`config.mk`:
```
export PLATFORM = sky130hd
export DESIGN_NAME = rr_arbiter
export DESIGN_NICKNAME = d
export VERILOG_FILES = /design/src/rtl/rr_arbiter.sv
export SDC_FILE = /design/constraint.sdc
export NUM_CORES = 1
export LEC_CHECK = 0
export CELL_PAD_IN_SITES_DETAIL_PLACEMENT = 1
export CELL_PAD_IN_SITES_GLOBAL_PLACEMENT = 1
export CORE_MARGIN = 1.5
export CORE_UTILIZATION = 36
export DETAILED_ROUTE_END_ITERATION = 7
export GPL_TIMING_DRIVEN = 0
export MAX_ROUTING_LAYER = met4
export PLACE_DENSITY_LB_ADDON = 0.05
export SYNTH_ARGS = -nofsm -noshare
export SYNTH_HDL_FRONTEND = slang
export SYNTH_HIERARCHICAL = 1
export SYNTH_SLANG_ARGS = --single-unit
export TNS_END_PERCENT = 100
```
`constraint.sdc`:
```
create_clock -name clk -period 3.4 [get_ports clk]
set_clock_uncertainty 0.2 [all_clocks]
set_input_delay 0.85 -clock clk [delete_from_list [all_inputs] [get_ports clk]]
set_output_delay 0.85 -clock clk [all_outputs]
set_load 0.01 [all_outputs]
```
`src/rtl/rr_arbiter.sv`:
```
// Request/grant arbiter with round-robin or fixed priority and optional grant hold.
// Two priority encoders (masked and unmasked request) pick the next winner; grant outputs are registered.

module priority_encoder #(
    parameter int WIDTH             = 4,
    parameter int LSB_HIGH_PRIORITY = 0
) (
    input  logic [WIDTH-1:0]         req_in,
    output logic                     valid,
    output logic [$clog2(WIDTH)-1:0] encoded,
    output logic [WIDTH-1:0]         unencoded
);

    localparam int unsigned ENC_W = $clog2(WIDTH);

    always_comb begin
        valid   = 1'b0;
        encoded = '0;
        for (int unsigned i = 0; i < WIDTH; i++) begin
            if (LSB_HIGH_PRIORITY != 0) begin
                if (req_in[i] && !valid) begin
                    valid   = 1'b1;
                    encoded = ENC_W'(i);
                end
            end else if (req_in[i]) begin
                valid   = 1'b1;
                encoded = ENC_W'(i);
            end
        end
    end

    always_comb begin
        unencoded = '0;
        if (valid) begin
            unencoded[encoded] = 1'b1;
        end
    end

endmodule

module rr_arbiter #(
    parameter int PORTS                 = 4,
    parameter int ARB_TYPE_ROUND_ROBIN  = 1,
    parameter int ARB_BLOCK             = 1,
    parameter int ARB_BLOCK_ACK         = 1,
    parameter int ARB_LSB_HIGH_PRIORITY = 0
) (
    input  logic                     clk,
    input  logic                     rst_n,
    input  logic [PORTS-1:0]         request,
    input  logic [PORTS-1:0]         acknowledge,
    output logic [PORTS-1:0]         grant,
    output logic                     grant_valid,
    output logic [$clog2(PORTS)-1:0] grant_encoded
);

    localparam int unsigned ENC_W = $clog2(PORTS);

    typedef enum logic {
        IDLE,
        GRANTED
    } state_t;

    state_t             state;
    logic [PORTS-1:0]   mask;
    logic [PORTS-1:0]   req_masked;

    logic               m_valid;
    logic [ENC_W-1:0]   m_enc;
    logic [PORTS-1:0]   m_onehot;
    logic               u_valid;
    logic [ENC_W-1:0]   u_enc;
    logic [PORTS-1:0]   u_onehot;

    logic               release_pt;
    logic [PORTS-1:0]   win_grant;
    logic [ENC_W-1:0]   win_enc;
    logic [PORTS-1:0]   next_mask;

    assign req_masked  = request & mask;
    assign grant_valid = (state == GRANTED);

    priority_encoder #(
        .WIDTH             (PORTS),
        .LSB_HIGH_PRIORITY (ARB_LSB_HIGH_PRIORITY)
    ) u_enc_masked (
        .req_in    (req_masked),
        .valid     (m_valid),
        .encoded   (m_enc),
        .unencoded (m_onehot)
    );

    priority_encoder #(
        .WIDTH             (PORTS),
        .LSB_HIGH_PRIORITY (ARB_LSB_HIGH_PRIORITY)
    ) u_enc_unmasked (
        .req_in    (request),
        .valid     (u_valid),
        .encoded   (u_enc),
        .unencoded (u_onehot)
    );

    // Idle is always a release point; while granted the release depends on the hold mode.
    always_comb begin
        release_pt = 1'b1;
        if (state == GRANTED && ARB_BLOCK != 0) begin
            if (ARB_BLOCK_ACK != 0) begin
                release_pt = |(grant & acknowledge);
            end else begin
                release_pt = ~|(grant & request);
            end
        end
    end

    always_comb begin
        if (ARB_TYPE_ROUND_ROBIN != 0 && m_valid) begin
            win_grant = m_onehot;
            win_enc   = m_enc;
        end else begin
            win_grant = u_onehot;
            win_enc   = u_enc;
        end
    end

    // Mask keeps only ports that come after the winner in rotation order; empty after the last one.
    always_comb begin
        next_mask = '0;
        for (int unsigned i = 0; i < PORTS; i++) begin
            if (ARB_LSB_HIGH_PRIORITY != 0) begin
                next_mask[i] = (ENC_W'(i) > win_enc);
            end else begin
                next_mask[i] = (ENC_W'(i) < win_enc);
            end
        end
    end

    always_ff @(posedge clk or negedge rst_n) begin
        if (!rst_n) begin
            state         <= IDLE;
            grant         <= '0;
            grant_encoded <= '0;
            mask          <= '0;
        end else if (release_pt) begin
            if (u_valid) begin
                state         <= GRANTED;
                grant         <= win_grant;
                grant_encoded <= win_enc;
                mask          <= next_mask;
            end else begin
                state <= IDLE;
                grant <= '0;
            end
        end
    end

endmodule

```
Word-level counts from Yosys, hierarchy flattened
Index checks and enable logic that the tools add are counted.

word-level totals
  register bits = 11
  input bits = 10
  output and inout port bits = 7

cells by class
  order comparisons = 8
  multiplexer cells = 23
  bitwise logic cells = 2
  reduce and logical (&&, ||, !) cells = 4

operators with widths
  operator            count
  $mux 1              14
  $mux 2              5
  $and 4x4->4         2
  $mux 4              2
  $lt 2x3->1 const B  2
  $demux 1 s2         2
  $ge 2x1->1 const B  2
  $lt 1x2->1 const A  2
  $lt 2x2->1 const A  2
  $reduce_or 4->1     1
  $logic_and 1x1->1   2
  $reduce_and 2->1    1

Logic depth before layout (Yosys ltp)
Gate-level depths: netlist (run 1).

  word-level depth = 10
  mapped depth = 7

Modules after synthesis
Netlist (run 1), hierarchy kept.

by module, submodules not included
  module                              times used  cells an instance  area each (µm²)  sequential area each (µm²)
  rr_arbiter                          1           42                 485.5            225.2
  priority_encoder at u_enc_masked    1           9                  50.0             0.0
  priority_encoder at u_enc_unmasked  1           8                  50.0             0.0

Least setup slack after synthesis (run 1)
No wires, ideal clock.

  kind = input -> register
  start point = in request[2]
  end point = reg mask[0]
  library setup time = 125 ps
  arrival = 2245 ps
  setup slack = 830 ps
  stages on the path = 7
  path through = and2_1 > or2_4 > or3_1 > clkbuf_1 > mux2i_1 > nand2_1 > mux2_2

on the way
  cells in the longest elaborated chain, start to end = 5
  elaborated cells between the ends (all ways) = 12

RTL lines
  item                  line  text
  start, declared       50    input logic [PORTS-1:0] request,
  $and 4x4->4           80    assign req_masked = request & mask;
  $mux 2 (2 in a row)   25    end else if (req_in[i]) begin
  named net m_enc[1]    69    logic [ENC_W-1:0] m_enc;
  $mux 2                116   if (ARB_TYPE_ROUND_ROBIN != 0 && m_valid) begin
  $lt 1x2->1            132   next_mask[i] = (ENC_W'(i) < win_enc);
  end signal, assigned  148   mask <= next_mask;
  end, declared         65    logic [PORTS-1:0] mask;

The timed path passes the listed nets, and every way through them passes these cells.
A chain may end at the register's enable or synchronous reset.

Final worst setup path (run 1)
  start point = in request[2]
  end point = reg mask[0]

on the way
  cells in the longest elaborated chain, start to end = 5
  elaborated cells between the ends (all ways) = 12

RTL lines
  item                     line  text
  $and 4x4->4              80
  named net req_masked[2]  66    logic [PORTS-1:0] req_masked;
  $mux 2 (2 in a row)      25
  named net m_enc[1]       69
  $mux 2                   116
  $lt 1x2->1               132

The timed path passes the listed nets, and every way through them passes these cells.

==> results of run 1 <==
## worst register-to-register path: stages (launching register included)
cell	delay, ns
dfrtp_1	0.39
and2_1	0.15
or2_4	0.24
or3_1	0.31
clkbuf_1	0.20
mux2i_1	0.33
nand2_1	0.09
mux2_2	0.27
## per-stage QoR
stage               cell area [µm²]  std cells   util  hold WS [ns]  total power (W)
global placement                777         94  0.516         0.289         0.000509
floorplan                       597         62      -         0.272         0.000389
detailed placement              777         94  0.516         0.298         0.000517
global route                    803         98  0.533         0.334         0.000633
finish                          803         98  0.533         0.310         0.000591
CTS                             803         98  0.533         0.312         0.000601
## layout by cell type, fill, tap and decap left out, types with 2 or more instances in the layout
cell	netlist	routed
nor3b_1	2	2
mux2_2	6	6
clkbuf_1	3	4
and2_1	3	3
or3_1	2	2
nand2_1	2	2
mux2i_1	4	4
nor2_1	4	4
and3_2	4	4
a31o_2	4	4
clkbuf_4	0	3
inv_1	5	5
dfrtp_1	9	9
clkdlybuf4s50_1	0	16
or2_4	2	2
conb_1	1	4
## power by group
part	leakage [nW]	switching, W	internal, W
logic	0.253	0.000139	0.000187
clock network	0.0150	0.0000349	0.0000451
registers	0.106	0.0000295	0.000156
total	0.374	0.000203	0.000388
## registers in the layout, indices dropped and copies added (netlist names)
signal         cells
mask               3
grant              4
grant_encoded      1
grant_valid        1
## final cells by class
cell class                 count  area share
tap                           16      0.0249
sequential                     9       0.280
inverter                       5      0.0234
timing repair buffer          16       0.199
clock buffer                   4      0.0327
multi-input combinational     44       0.416
buffer                         4      0.0234
## cell families (layout without fill, tap and decap cells)
family	Yosys count	in the layout	share of synthesized area
flops	9	9	0.385
other cells	1	4	0.00640
mux	10	10	0.184
compound gates	9	9	0.137
simple gates	21	21	0.224
buf+inv	9	29	0.0641
## worst paths after layout
| kind | from | end | depth (start not counted) |
|---|---|---|---|
| max | request[2] | mask[0]$_DFFE_PN0P_ | 8 |
| min | mask[0]$_DFFE_PN0P_ | mask[0]$_DFFE_PN0P_ | 1 |
| max reg2reg | mask[2]$_DFFE_PN0P_ | mask[0]$_DFFE_PN0P_ | 7 |
| min reg2reg | mask[0]$_DFFE_PN0P_ | mask[0]$_DFFE_PN0P_ | 1 |
| max in group asynchronous | rst_n | grant[2]$_DFFE_PN0P_ | 1 |
| min in group asynchronous | rst_n | grant_encoded[0]$_DFFE_PN0P_ | 1 |
## routing by layer
layer / wire length [µm] / vias up
met4: 30 / 0
met2: 602 / 13
met1: 576 / 236
met3: 41 / 4
li1: - / 245
met5: 0 / -
==> run metrics, run 1 <==
RSZ-0062 raised after global routing no; die footprint between 0.0015 and 0.002 mm²; worst path buffer plus inverter count 2; initial antenna violation count 0; layout cells sized above 1 0.280; M3 GR Usage 0.0250; Max Cap Viol 0; Vert. Die Dim about 43 µm; internal reg-to-reg setup slack between 1 and 1.5 ns; GR Util met1 0.204; Root Buffer clkbuf_4; CTS Hold Bufs 0; grt ovf 0; n_diodes 0; Cells after Synth 59; Reg area 225 µm²; Leak Pwr approximately 0.37 nW; cell family with most CP delay simple AND/OR/NAND/NOR gates; antenna violation net count after detailed routing 0; Clock transition at path regs 0.06 ns; status complete, no violations; setup ws final roughly 0.4 ns; Post-synth top cells dfrtp_1, mux2_2, inv_1; Setup crit end kind register; die width roughly 43 µm; worst skew pair latency about 0.25 ns; Power Density between 700 and 800 mW/mm²; pre-CTS setup slack between 0.1 and 0.15 ns; WL/cell 12.8 µm; dpl hpwl around 1.0 mm; routability cong. 0.722; Yosys reg bits 9; Cell Rows 14; vias in the first global route between 500 and 600; first-pass GRT wire length 2.21 mm; clock sink count 9; Inserted Clock Buffers 3; Mean Syn Cell Area 9.92 µm²; CP cell instances clkdlybuf4s50_1 > and2_1 > or2_4 > or3_1 > clkbuf_1 > mux2i_1 > nand2_1 > mux2_2; I/O Buffers 16; Final Max Tran Viols 0; Max IR drop VDD between 400 and 500 µV; yosys warns 6; Post-Syn Area around 600 µm²; nets 93; crit-path max FO 6; CTS tree built; largest cells by area after synthesis dfrtp_1, mux2_2, mux2i_1; CTS max path bufs 2; f_max 333 MHz; largest net degree at the start of global routing 10; Final min period 3.00 ns; vias roughly 500; Slew @ Worst Pin approximately 0.75 ns; Routed WL 1.25 mm; setup bufs post-CTS 0; # fillers 181; Min-Delay Path Class reg2reg; FFs w/ async S/R, synth 1.00; count leader, synth dfrtp_1; Via-to-Cell Ratio ~5.1; drt drc 0; post_cts resized 0; CP startpoint kind input port; Synth cell types 22; Worst Path Required between 3 and 4 ns; # setup viols final 0; area of the multi-input gates ~330 µm²; Yosys top cell area share 0.385; Synth Flop Type dfrtp_1; drt pass-1 iters 4; core area 0.00151 mm²; Setup Crit Path Kind in2reg; Worst path slowest cell clkdlybuf4s50_1; Tcrit/Tclk final 0.883; Hold Violations, Final 0; slowest stage delay, CP approximately 0.45 ns; post-synth top area cell dfrtp_1; Total GRT Usage 0.168; area grow syn2layout 37.2%; register area share after synthesis 0.385; GRT busiest layer met2; initial core utilization 0.389; met2 Usage GRT 0.260; Post-synth EDFFs 0; DR iter-0 viols 9; crit path DAT between 2 and 3 ns; Relative slew margins 0.501; H-tree depth 1; TNS Setup 0 ns; num ports 17
No activity file was read; power rests on OpenSTA's default activity.
==> run 2: changes to the inputs <==
- CELL_PAD_IN_SITES_DETAIL_PLACEMENT: 1 -> not set
- CELL_PAD_IN_SITES_GLOBAL_PLACEMENT: 1 -> not set
- CORE_AREA: not set -> 2 2 39 41
- CORE_MARGIN: 1.5 -> not set
- CORE_UTILIZATION: 36 -> not set
- DIE_AREA: not set -> 0 0 41 43
==> run 2 against run 1 <==
Register-to-register slack better by 0.05 ns. Non-clock buffer count did not move. Sequential cell count did not move. Final cell count did not move. Final area is the same. Critical path depth unchanged. Sequential power is essentially flat. Worst setup slack gained 0.015 ns. Sequential share of layout area stayed put. Combinational power barely moved. Wire length shrank 4.5%. Fmax grew 0.49%. Critical path type unchanged.
==> run metrics, run 2 (synthesis results as in run 1) <==
status complete, no violations (unchanged); CTS Hold Bufs 0 (unchanged); CP startpoint kind input port (unchanged); Routed WL 1.20 mm (was 1.25 mm); clock sink count 9 (unchanged); # fillers 133 (was 181); most frequent cells in the layout clkdlybuf4s50_1, dfrtp_1, mux2_2 (unchanged); Leak Pwr 0.374 nW (unchanged); Worst Path Required 3.33 ns (was 3.34 ns); num ports 17 (unchanged); Relative slew margins 0.519 (was 0.501); TNS Setup 0 ns (unchanged); layout cells sized above 1 0.280 (unchanged); Slew @ Worst Pin 0.721 ns (was 0.748 ns); crit path DAT 2.92 ns (was 2.94 ns); Setup Crit Path Kind in2reg (unchanged); Pwr Total 0.000586 W (was 0.000591 W); Setup crit end kind register (unchanged); CTS max path bufs 2 (unchanged); f_max 335 MHz (was 333 MHz); I/O Buffers 16 (unchanged); initial antenna violation count 0 (unchanged); Worst Setup SP request[2] (unchanged); antenna violation net count after detailed routing 0 (unchanged); Layout Cells excl Fill 98 (unchanged); vias 471 (was 498); nets 93 (unchanged); Clock transition at path regs 0.05 ns (was 0.06 ns); Cell Rows 14 (unchanged); grt ovf 0 (unchanged); CTS tree built (unchanged); Tcrit/Tclk final 0.879 (was 0.883); initial core utilization 0.423 (was 0.389); core area 0.00138 mm² (was 0.00151 mm²); Most flops, register grant (unchanged); WL met2 586 µm (was 602 µm); dpl hpwl 970 µm (was 1.05 mm); area of the multi-input gates 334 µm² (unchanged); Max Cap Viol 0 (unchanged); met1 wire length 568 µm (was 576 µm); Hold Violations, Final 0 (unchanged); Root Buffer clkbuf_4 (unchanged); Final min period 2.99 ns (was 3.00 ns); area grow syn2layout 37.2% (unchanged); vias in the first global route 475 (was 510); post-route cell area 803 µm² (unchanged); highest routed layer met4 (unchanged); Via-to-Cell Ratio 4.81 (was 5.08); drt drc 0 (unchanged); Inserted Clock Buffers 3 (unchanged); Max IR drop VDD 395 µV (was 423 µV); max reg flops 4 (unchanged); RSZ-0062 raised after global routing no (unchanged); WL/cell 12.2 µm (was 12.8 µm); # setup viols final 0 (unchanged); placement-stage cell area 777 µm² (unchanged); Power Density 730 mW/mm² (was 736 mW/mm²); post_cts resized 0 (unchanged); first-pass GRT wire length 1.92 mm (was 2.21 mm); Final Max Tran Viols 0 (unchanged); worst skew pair latency 0.25 ns (about the same); DR iter-0 viols 6 (was 9); Reg area 225 µm² (unchanged); Min-Delay Path Class reg2reg (unchanged); min-delay src mask[2]$_DFFE_PN0P_ (was mask[0]$_DFFE_PN0P_); routability cong. 0.709 (was 0.722); biggest regs grant: 4 flops, mask: 3 flops (unchanged); drt pass-1 iters 4 (unchanged); met3 WL 26 µm (was 41 µm); most common cell after layout, fill and taps aside clkdlybuf4s50_1 (unchanged); die width 41 µm (was 43.3 µm); die footprint 0.00176 mm² (was 0.00188 mm²); n_diodes 0 (unchanged); H-tree depth 1 (unchanged); Layout Utilization 0.580 (was 0.533); Total GRT Usage 0.165 (was 0.168); largest net degree at the start of global routing 10 (unchanged); Vert. Die Dim 43 µm (was 43.3 µm); crit-path max FO 6 (unchanged); setup bufs post-CTS 0 (unchanged); FF-to-FF Start mask[2]$_DFFE_PN0P_ (unchanged); Cells after DPL 94 (unchanged)
-- run 2: where the power goes --
group	internal [W]	total, W	switching (W)
Sequential	0.000156	0.000183	0.0000272
Clock	0.0000450	0.0000785	0.0000336
Combinational	0.000187	0.000324	0.000137
Total	0.000388	0.000586	0.000198
-- run 2: layout make-up --
cell class	count	share of cell area
Sequential cell	9	0.280
Multi-Input combinational cell	44	0.416
Clock buffer	4	0.0327
Buffer	4	0.0234
Timing Repair Buffer	16	0.199
Inverter	5	0.0234
Tap cell	16	0.0249
-- run 2: worst paths after layout --
kind,to,slack [ns],cells past startpoint
max reg2reg,mask[0]$_DFFE_PN0P_,1.14,7
max,mask[0]$_DFFE_PN0P_,0.41,8
min reg2reg,mask[2]$_DFFE_PN0P_,0.31,1
min in group asynchronous,grant[3]$_DFFE_PN0P_,0.69,1
max in group asynchronous,mask[0]$_DFFE_PN0P_,2.03,1
min,mask[2]$_DFFE_PN0P_,0.31,1
-- run 2: per-layer routing --
layer / up-vias / global-route usage
met3: 2 / 0.0157
li1: 248 / -
met4: 0 / 0.0800
met1: 211 / 0.197
met5: - / -
met2: 10 / 0.266
-- run 2: critical path: stages --
cell and delay (ns):
clkdlybuf4s50_1 0.46, and2_1 0.19, or2_4 0.24, or3_1 0.30
clkbuf_1 0.20, mux2i_1 0.32, nand2_1 0.10, mux2_2 0.27
-- run 2: metrics by stage --
step                setup WS, ns  hold slack [ns]
global route               0.276            0.338
finish                     0.412            0.312
CTS                        0.387            0.315
global placement           0.172            0.300
floorplan                  0.830            0.272
detailed placement         0.153            0.302
==> variant, RTL diff (config.mk and constraints of run 1) <==
Set the parameter `PORTS` to 8 (it was 4).
--- a/src/rtl/rr_arbiter.sv
+++ b/src/rtl/rr_arbiter.sv
@@ -41,3 +41,3 @@
 module rr_arbiter #(
-    parameter int PORTS                 = 4,
+    parameter int PORTS                 = 8,
     parameter int ARB_TYPE_ROUND_ROBIN  = 1,
Interface: changed (resized acknowledge, grant, grant_encoded and request); port bits go from 17 to 30. The function was not compared with the original's and may differ.
==> variant against run 1 <==
  * Hold slack improved by 2.4 ps
  * Highest routed layer unchanged
  * Design area rose by 110%
  * Sequential cell count rose by 9
  * Synthesized area rose by 120%
  * Clock power rose by 72%
  * Power rose by 110%
  * Sequential share of layout area fell by 2.0 points
  * Count of clock-buffer cells in the layout did not move
  * Routed wire length rose to 2.7 times the old value
  * Worst setup slack got worse by 240 ps
==> variant: results (changes against run 1) <==
| Metric | Value |
|---|---|
| Status | `finished, final reports clean` |
| Worst Hold End | `mask[2]$_DFFE_PN0P_` |
| Most frequent cells after synthesis | `dfrtp_1 (18), nor2_1 (13), nand3_1 (11)` |
| GPL Wtd Cong | `0.9057 (+25%)` |
| Hold slack | `312.2 ps (+2.394 ps)` |
| Nets@finish | `185 (+99%)` |
| R2r setup slk | `960 ps (-130 ps)` |
| Crit Reg-Reg Startpoint | `mask[5]$_DFFE_PN0P_` |
| Detailed Route Iter0 Violations | `28 (+19)` |
| Filler instances | `384 (+110%)` |
| Layout cells sized above 1 | `0.2289 (-0.05157)` |
| Vias per cell | `5.222 (+2.8%)` |
| Global-route wire length before repair | `5699 µm (+160%)` |
| Port buffer count | `29 (+13)` |
| Worst skew pair latency | `300 ps (+50 ps)` |
| Rel. slew slack | `0.4461 (-0.05515)` |
| Distinct cells, synth | `41 (+86%)` |
| CP max FO | `10 (+4)` |
| Synth area leaders | `dfrtp_1 (35%), mux2i_1 (7.7%), o31ai_2 (4.8%)` |
| Dpl hpwl | `2678 µm (+160%)` |
| Leakage dissipation | `0.7045 nW (+88%)` |
| CP max stage delay | `550 ps (+100 ps)` |
| Post-synthesis sequential area ratio | `0.3468 (-0.03779)` |
| Vias in the first global route | `1215 (+140%)` |
| VDD IR-drop max | `0.2952 mV (-30%)` |
[variant: worst max path at each step]
stage / to / slack (ps) / from / cells past startpoint
3_3_place_gp: mask[2]$_DFFE_PN0P_ / -240 / request[5] / 8
4_1_cts: mask[2]$_DFFE_PN0P_ / 30 / request[5] / 8
5_1_grt: mask[2]$_DFFE_PN0P_ / 10 / request[5] / 8
2_1_floorplan: mask[2]$_DFFE_PN0P_ / 680 / request[4] / 7
3_5_place_dp: mask[4]$_DFFE_PN0P_ / -280 / request[5] / 8
6_report: mask[2]$_DFFE_PN0P_ / 150 / request[5] / 8
[variant: per-stage QoR]
step                std cells  setup WS [ps]  utilization
floorplan                 133          675.2            -
global placement          208         -243.7       0.4913
detailed placement        208         -275.0       0.4913
CTS                       212          26.69       0.5020
global route              212          10.99       0.5094
finish                    212          152.3       0.5094
[variant: final cells by class]
cell class	count	area share
plain buffers	7	0.03551
clock buffers	4	0.02101
inverters	5	0.01087
multi-input cells	103	0.4703
flip-flops and latches	18	0.2609
well taps	46	0.03333
repair buffers	29	0.1681
[variant: layer usage]
layer,up-vias,GRT usage,routed length (µm)
met1,535,0.2052,1386
met2,21,0.3391,1761
met5,-,-,0
met4,0,0.04167,33
met3,6,0.03929,143
li1,545,-,-
[variant: repair_timing]
action	CTS	global route
setup buffers	0	0
resized for setup	0	4
endpoints found under the setup margin	0	7
[variant: worst register-to-register path: stages, from the launching register on]
cell and delay [ps]:
dfrtp_1 390, and2_1 220, nor4_4 360, nand3_1 200, buf_4 260, mux2i_4 290, o21ai_0 140, mux2_4 270
[variant: power by group through the flow]
stage / logic [W] / clock network (W) / registers [W]
3_5_place_dp: 0.000772 / 0 / 0.000343
4_1_cts: 0.000775 / 0.000145 / 0.000338
6_report: 0.000774 / 0.000138 / 0.000336
2_1_floorplan: 0.000522 / 0 / 0.000353
3_3_place_gp: 0.000752 / 0 / 0.000339
5_1_grt: 0.000842 / 0.000148 / 0.000346
[variant: cells by family (layout without fill, tap and decap cells)]
logic type	after synthesis	count (layout)
buffers and inverters	12	45
AND/OR/NAND/NOR	54	54
multiplexers	15	15
other	1	6
flip-flops	18	18
AO/OA/AOI/OAI	28	28
